**config.mk**
```make
export PLATFORM = sky130hd
export DESIGN_NAME = serial_subtractor_flat
export DESIGN_NICKNAME = d
export VERILOG_FILES = /design/src/rtl/serial_subtractor_if.sv /design/src/rtl/serial_subtractor.sv /design/src/flat_wrapper.sv
export SDC_FILE = /design/constraint.sdc
export NUM_CORES = 1
export LEC_CHECK = 0
export CAP_MARGIN = 0
export CORE_AREA = 2 2 56 45
export CTS_CLUSTER_DIAMETER = 80
export DETAILED_ROUTE_END_ITERATION = 10
export DIE_AREA = 0 0 58 47
export DONT_BUFFER_PORTS = 1
export PLACE_DENSITY = 0.6
export SYNTH_ARGS = -nofsm -noshare
export SYNTH_HDL_FRONTEND = slang
export SYNTH_SLANG_ARGS = --single-unit
export TNS_END_PERCENT = 5
```
**constraint.sdc**
```tcl
create_clock -name clk -period 1.14 [get_ports clk]
set_input_delay 0.228 -clock clk [delete_from_list [all_inputs] [get_ports clk]]
set_output_delay 0.228 -clock clk [all_outputs]
set_load 0.005 [all_outputs]
```
**src/rtl/serial_subtractor_if.sv**
```systemverilog
// Operand/result handshake bundle for serial_subtractor.
// The ovf line exists only when SUB_OVF_EN is defined.
interface serial_subtractor_if #(
    parameter int WIDTH = 4
);
    logic             start_valid;
    logic             start_ready;
    logic [WIDTH-1:0] a;
    logic [WIDTH-1:0] b;
    logic [WIDTH-1:0] diff;
    logic             borrow;
    logic             done_valid;
    logic             done_ready;
`ifdef SUB_OVF_EN
    logic             ovf;
`endif

    // slave: the subtractor; master: operand source plus result consumer
    modport slave (
        input  start_valid, a, b, done_ready,
        output start_ready, diff, borrow, done_valid
`ifdef SUB_OVF_EN
        , output ovf
`endif
    );

    modport master (
        output start_valid, a, b, done_ready,
        input  start_ready, diff, borrow, done_valid
`ifdef SUB_OVF_EN
        , input  ovf
`endif
    );
endinterface

```
**src/rtl/serial_subtractor.sv**
```systemverilog
// Bit-serial LSB-first subtractor (diff = a - b), one bit per clock.
// Define SUB_OVF_EN to add the registered signed-overflow flag (ovf).
module serial_subtractor #(
    parameter int WIDTH = 4
) (
    input  logic                clk,
    input  logic                rst_n,
    serial_subtractor_if.slave  bus
);
    localparam int CW = (WIDTH > 2) ? $clog2(WIDTH) : 1;

    typedef enum logic [1:0] {
        IDLE  = 2'd0,
        SHIFT = 2'd1,
        DONE  = 2'd2
    } state_t;

    state_t           state;
    logic [CW-1:0]    cnt;
    logic [WIDTH-1:0] a_sh;
    logic [WIDTH-1:0] b_sh;
    logic             br;
`ifdef SUB_OVF_EN
    logic             a_msb;
    logic             b_msb;
`endif

    logic x, y, d, br_nxt;

    always_comb begin
        x      = a_sh[0];
        y      = b_sh[0];
        d      = x ^ y ^ br;
        br_nxt = (~x & y) | (~(x ^ y) & br);
    end

    // The accepting edge counts as the first of WIDTH+1 edges; the last
    // SHIFT edge commits borrow/ovf and raises done_valid together.
    always_ff @(posedge clk or negedge rst_n) begin
        // NOTE: every state bit, including the operand shift registers, is
        // cleared on reset so a mid-operation abort leaves nothing stale.
        if (!rst_n) begin
            state           <= IDLE;
            cnt             <= '0;
            a_sh            <= '0;
            b_sh            <= '0;
            br              <= 1'b0;
            bus.start_ready <= 1'b1;
            bus.done_valid  <= 1'b0;
            bus.diff        <= '0;
            bus.borrow      <= 1'b0;
`ifdef SUB_OVF_EN
            a_msb           <= 1'b0;
            b_msb           <= 1'b0;
            bus.ovf         <= 1'b0;
`endif
        end else begin
            unique case (state)
                IDLE: begin
                    if (bus.start_valid) begin
                        a_sh            <= bus.a;
                        b_sh            <= bus.b;
                        br              <= 1'b0;
                        cnt             <= '0;
                        bus.start_ready <= 1'b0;
                        state           <= SHIFT;
`ifdef SUB_OVF_EN
                        a_msb           <= bus.a[WIDTH-1];
                        b_msb           <= bus.b[WIDTH-1];
`endif
                    end
                end

                SHIFT: begin
                    bus.diff <= {d, bus.diff[WIDTH-1:1]};
                    a_sh     <= a_sh >> 1;
                    b_sh     <= b_sh >> 1;
                    br       <= br_nxt;
                    cnt      <= cnt + 1'b1;
                    if (cnt == CW'(WIDTH - 1)) begin
                        bus.borrow     <= br_nxt;
                        bus.done_valid <= 1'b1;
                        cnt            <= '0;
                        state          <= DONE;
`ifdef SUB_OVF_EN
                        // d is the result MSB being shifted in on this edge
                        bus.ovf        <= (a_msb != b_msb) && (d != a_msb);
`endif
                    end
                end

                DONE: begin
                    if (bus.done_ready) begin
                        bus.done_valid  <= 1'b0;
                        bus.start_ready <= 1'b1;
                        state           <= IDLE;
                    end
                end

                default: state <= IDLE;
            endcase
        end
    end
endmodule
```
**src/flat_wrapper.sv**
```systemverilog
// flat-port wrapper written by rule: the top's interface ports become plain ports
module serial_subtractor_flat 
#(
    parameter int WIDTH = 4
)
  (clk, rst_n, bus_start_valid, bus_a, bus_b, bus_done_ready, bus_start_ready, bus_diff, bus_borrow, bus_done_valid);
  serial_subtractor_if #(.WIDTH(WIDTH)) bus_i ();
  input  logic clk;
  input  logic rst_n;
  input wire logic [$bits(bus_i.start_valid)-1:0] bus_start_valid;
  input wire logic [$bits(bus_i.a)-1:0] bus_a;
  input wire logic [$bits(bus_i.b)-1:0] bus_b;
  input wire logic [$bits(bus_i.done_ready)-1:0] bus_done_ready;
  output wire logic [$bits(bus_i.start_ready)-1:0] bus_start_ready;
  output wire logic [$bits(bus_i.diff)-1:0] bus_diff;
  output wire logic [$bits(bus_i.borrow)-1:0] bus_borrow;
  output wire logic [$bits(bus_i.done_valid)-1:0] bus_done_valid;
  assign bus_i.start_valid = bus_start_valid;
  assign bus_i.a = bus_a;
  assign bus_i.b = bus_b;
  assign bus_i.done_ready = bus_done_ready;
  assign bus_start_ready = bus_i.start_ready;
  assign bus_diff = bus_i.diff;
  assign bus_borrow = bus_i.borrow;
  assign bus_done_valid = bus_i.done_valid;
  serial_subtractor #(.WIDTH(WIDTH)) u_core (.clk(clk), .rst_n(rst_n), .bus(bus_i));
endmodule
```
Word level (Yosys, flattened, before mapping) --
Index checks and enable logic that the tools add are counted.
Storage, ports and cells: bits in registers 20, logic and storage cells 50, bits of input ports 12, output and inout bits 7
Cells by class: add/sub/neg operators 1, equality and inequality tests 6, multiplexer cells 18, bitwise gates (word level) 7, reductions and logical operators 9
Operators by type and width (count):
- 4-bit case mux with 2 select lines | 2
- 2-bit 2-to-1 mux | 5
- 3-bit AND reduction | 3
- 4-bit 2-to-1 mux | 2
- 1-bit case mux with 2 select lines | 3
- 2-bit case mux with 3 select lines | 1
- 2-bit nonzero test | 3
- 2-bit == test, second input constant | 2
- 1-bit 2-to-1 mux | 4
- 2-bit inequality test, second input constant | 2
- 2-bit case mux with 2 select lines | 1
- 2-bit AND reduction | 2
- 2-bit by 1-bit adder with 2-bit output, second input constant | 1
- 1-bit bitwise AND | 2
- 2-bit by 1-bit == test with 1-bit output, second input constant | 1
- 2-bit zero test | 1
- 2-bit by 1-bit inequality test with 1-bit output, second input constant | 1
- 1-bit inverter | 2
- 1-bit XOR | 2
- 1-bit bitwise OR | 1

Logic depth before layout (Yosys ltp) --
depth in word-level cells 5, mapped depth 5, gate-level depth less buffers 4

Worst setup path before layout --
OpenSTA, ideal clock, no wires.
path type register to register, start point register u_core.b_sh[0], end point register u_core.bus.borrow, data required time 1.045 ns, slack 0.018 ns, library setup time 0.095 ns, cell stages (with the launch flop) 4, buffers on the path 0, clock period less this slack 1.122 ns, data arrival time 1.027 ns, cell sequence dfrtp_1 -> inv_1 -> fa_1 -> o31ai_1
On the way: cells in the longest elaborated chain, start to end 4, elaborated cells on any way between the ends 5, classes of those cells 5 x bitwise
Ends and longest elaborated chain:
- start: declaration | line serial_subtractor.sv:21 | logic [WIDTH-1:0] b_sh;
- start signal: assignment | line serial_subtractor.sv:62 | b_sh <= bus.b;
- start signal: assignment | line serial_subtractor.sv:77 | b_sh <= b_sh >> 1;
- 1-bit XOR | line serial_subtractor.sv:34 | br_nxt = (~x & y) | (~(x ^ y) & br);
- 1-bit inverter | line serial_subtractor.sv:34
- 1-bit bitwise AND | line serial_subtractor.sv:34
- 1-bit bitwise OR * | line serial_subtractor.sv:34
- end signal: assignment | line serial_subtractor.sv:81 | bus.borrow <= br_nxt;
- end: declaration | line serial_subtractor_if.sv:21 | output start_ready, diff, borrow, done_valid
Every way passes the cells marked *; elsewhere a longest branch is shown, timed or not. A chain may end at the register's enable or synchronous reset.

Worst setup path in the final report --
start point register u_core.state[1], end point register u_core.a_sh[1]
On the way: cells in the longest elaborated chain, start to end 3, elaborated cells on any way between the ends 6, classes of those cells 2 x eq/ne; 1 x mux; 3 x reduce/logical
Ends and longest elaborated chain:
- start: declaration | line serial_subtractor.sv:18 | state_t state;
- start signal: assignment | line serial_subtractor.sv:43 | state <= IDLE;
- start signal: assignment | line serial_subtractor.sv:66 | state <= SHIFT;
- start signal: assignment | line serial_subtractor.sv:84 | state <= DONE;
- 2-bit by 1-bit == test with 1-bit output or 2-bit zero test (tied branches) | line serial_subtractor.sv:58 | unique case (state)
- 2-bit nonzero test (no line) or 2-bit inequality test (tied branches)
- 2-bit AND reduction (no line)
- end signal: assignment | line serial_subtractor.sv:61 | a_sh <= bus.a;
- end signal: assignment | line serial_subtractor.sv:76 | a_sh <= a_sh >> 1;
- end: declaration | line serial_subtractor.sv:20 | logic [WIDTH-1:0] a_sh;
Parallel ways exist; a longest one is shown, timed or not.

==> metrics.md <==
| Metric | Value |
|---|---|
| Top cells by area, synth | `dfrtp_1, o22ai_1, nand2_1` |
| Clk sink count | `20` |
| Slew Viols, Final | `0` |
| Vias post-DR | `742` |
| Setup Crit Path Kind | `flop to flop` |
| VDD IR max | `0.00129 V` |
| DR pass1 iterations | `5` |
| Synth top cells by count | `dfrtp_1, nand2_1, o22ai_1` |
| Max Cap Violations | `0` |
| Hold Crit Class | `input pin to flop` |
| Fmax achieved | `0.845 GHz` |
| Max Root-Sink Buffers | `2` |
| H-tree depth | `1` |
| RSZ-0062 raised after global routing | `true` |
| Synth area leader | `dfrtp_1` |
| CTS tree | `yes` |
| Die width | `58 um` |
| Cell variety after synth | `18` |
| Largest stage delay, worst path | `0.51 ns` |
| Ports | `19` |
| CP required | `1.34 ns` |
| Gr usage total | `16.9%` |
| Port buffer count | `0` |
| Area grow syn2layout | `27.4%` |
| Root buffer cell | `clkbuf_4` |
| Leak Pwr | `0.534 nW` |
| R2R cell count | `2` |
| Crit start category | `flop` |
| Post-DRT Antenna Nets | `0` |
| Final Cycle Share | `104%` |
| ANT cells | `0` |
| Global-route wire length before repair | `3.38 mm` |
| Fraction of layout cells with a size suffix above 1 | `33.3%` |
| Fin. Hold Viols | `0` |
| Slowest stage cell, crit path | `or4b_1` |
| Crit Path Max Fanout | `5` |
| Detailed-placement wirelength estimate | `1.41 mm` |
| # nets final | `127` |
| Height of the die | `47 um` |
| Slew margin rel. | `38.3%` |
| Failing checks | `negative setup slack` |
| Mapped Cells | `93` |
| WP data arrival | `1.39 ns` |
| Post-Route Setup TNS | `-0.160 ns` |
| Syn_nets | `108` |
| Hold depth | `2` |
| Placer congestion estimate | `0.774` |
| Final WL | `1.96 mm` |
| Final core occ | `53.4%` |
| Fin crit period | `1.18 ns` |
| Starting density of the core | `42.0%` |
| Drt drc | `0` |
| Initial antenna violation count | `0` |
| GR Overflow Total | `0` |
| Worst-margin pin slew | `0.926 ns` |
| Largest net degree at the start of global routing | `21` |
| DRT iter0 DRCs | `29` |
| Vias per inst | `5.46` |
| CP cell instances | `or4b_1 > o221a_2` |
| Top FF cell, synth | `dfrtp_1` |
| CTS Buf Count | `3` |
| Clk_skew | `0.00444 ns` |
| Vias in the first global route | `741` |
| Final setup violation count | `6` |
| Rows | `15` |
| Clk_lat worst skew | `0.30 ns` |
| Mapped cell area | `913 sq um` |
| Routed len/inst | `14.4 um` |
| Die area | `2730 sq um` |
| Number of synthesized flops with an enable pin | `0` |
| Sequential-to-total area share from yosys stat | `54.9%` |
| Clock transition at path regs | `0.11 ns` |
| Syn avg cell area | `9.82 sq um` |
| Top-area cell type share of the netlist area | `52.1%` |
| Synth Warn # | `0` |
| Yosys reg bits | `20` |
| PD cells | `2810 nW/um^2` |
| Final WS setup | `-0.0435 ns` |
| Outcome | `finished with violations` |
| CP endpoint kind | `flop` |
| Placeable Area | `2180 sq um` |
| Asr flop ratio synth | `100%` |
| Most common cell in the netlist | `dfrtp_1` |
-- report_power, final --
part | total [mW] | switching [mW] | internal, mW | leakage, nW
registers | 1.27 | 0.249 | 1.02 | 0.245
logic | 1.65 | 0.783 | 0.867 | 0.273
clock network | 0.353 | 0.217 | 0.136 | 0.0150
total | 3.27 | 1.25 | 2.03 | 0.534
-- state kept, by name (all words and copies together), names as in the netlist --
name / flops
u_core.a_sh: 4
u_core.b_sh: 4
u_core.bus.diff: 4
u_core.cnt: 2
u_core.state: 2
u_core.br: 1
u_core.bus.borrow: 1
u_core.bus.done_valid: 1
u_core.bus.start_ready: 1
-- path summary, 6_finish.rpt --
check | startpoint | to | slack [ns]
setup reg to reg | u_core.state[1] | u_core.a_sh[1] | -0.04
hold reg to reg | u_core.bus.diff[0] | u_core.bus.diff[0] | 0.52
max in group asynchronous | rst_n | u_core.cnt[0] | 0.45
hold / removal | bus_b[3] | u_core.b_sh[3] | 0.04
min in group asynchronous | rst_n | u_core.b_sh[0] | 0.12
setup / recovery | u_core.state[1] | u_core.a_sh[1] | -0.04
-- layout make-up --
type                       count  area, sq um
fill                         201         1010
sequential                    20          502
multi-input combinational     64          435
timing repair buffer          18          150
tap                           25         31.3
clock buffer                   4         26.3
inverter                       5         18.8
-- through the flow --
stage	cells	hold WS [ns]	total power, mW	area [sq um]	setup WS, ns
3_5_place_dp	129	-0.0670	2.63	1030	-0.0554
4_1_cts	135	0.0471	3.05	1100	-0.0167
5_1_grt	136	0.0479	3.56	1160	-0.0886
3_3_place_gp	129	-0.0670	2.59	1030	-0.0284
2_1_floorplan	93	-0.0676	2.07	913	0.0178
6_report	136	0.0431	3.27	1160	-0.0435
-- timing repair --
item	CTS	global route
gates resized for setup	6	21
hold buffers	2	0
endpoints found under the hold margin	21	0
buffers inserted	0	1
pin swaps	3	6
endpoints found under the setup margin	11	35
-- cells by family (layout without fill, tap and decap cells) --
logic type               after synthesis  in the layout  share of synthesized area (%)
AND/OR/NAND/NOR                       29             29                           14.5
adder cells (fa/ha/maj)                3              3                           4.93
flip-flops                            20             20                           54.9
AO/OA/AOI/OAI                         32             32                           20.5
buffers and inverters                  9             27                           5.07
-- cells in the final DEF, fill, tap and decap left out --
| cell | netlist | routed |
|---|---|---|
| a21oi_1 | 10 | 7 |
| a21oi_2 | 0 | 3 |
| buf_4 | 3 | 14 |
| buf_6 | 0 | 2 |
| clkbuf_1 | 0 | 1 |
| clkbuf_4 | 0 | 3 |
| dfrtp_1 | 19 | 19 |
| dfstp_2 | 1 | 1 |
| dlygate4sd3_1 | 0 | 1 |
| dlymetal6s4s_1 | 0 | 1 |
| fa_2 | 0 | 1 |
| ha_1 | 2 | 2 |
| inv_1 | 5 | 3 |
| inv_2 | 0 | 2 |
| nand2_1 | 18 | 17 |
| nand2_2 | 0 | 1 |
| nand2b_1 | 2 | 1 |
| nand2b_4 | 0 | 1 |
| nor2_1 | 4 | 3 |
| nor2_2 | 0 | 1 |
| nor2b_1 | 2 | 1 |
| nor2b_2 | 0 | 1 |
| o21ai_0 | 7 | 1 |
| o21ai_1 | 0 | 6 |
| o221a_2 | 1 | 1 |
| o22ai_1 | 11 | 7 |
| o22ai_2 | 0 | 3 |
| o22ai_4 | 0 | 1 |
| o31ai_1 | 3 | 2 |
| o31ai_2 | 0 | 1 |
| or2b_1 | 2 | 1 |
| or2b_4 | 0 | 1 |
| or4b_1 | 1 | 1 |
-- routing by layer --
layer  track usage, %  wire length (um)
met5                0                 0
met4             5.58                 4
met3             6.89               125
met2             25.5               901
met1             22.4               931
-- critical path: cells and delay by family (launching register included) --
kind | cells | cell delay, ns
flip-flops | 1 | 0.45
AND/OR/NAND/NOR | 1 | 0.51
AO/OA/AOI/OAI | 1 | 0.13
No activity file was read; power rests on OpenSTA's default activity.
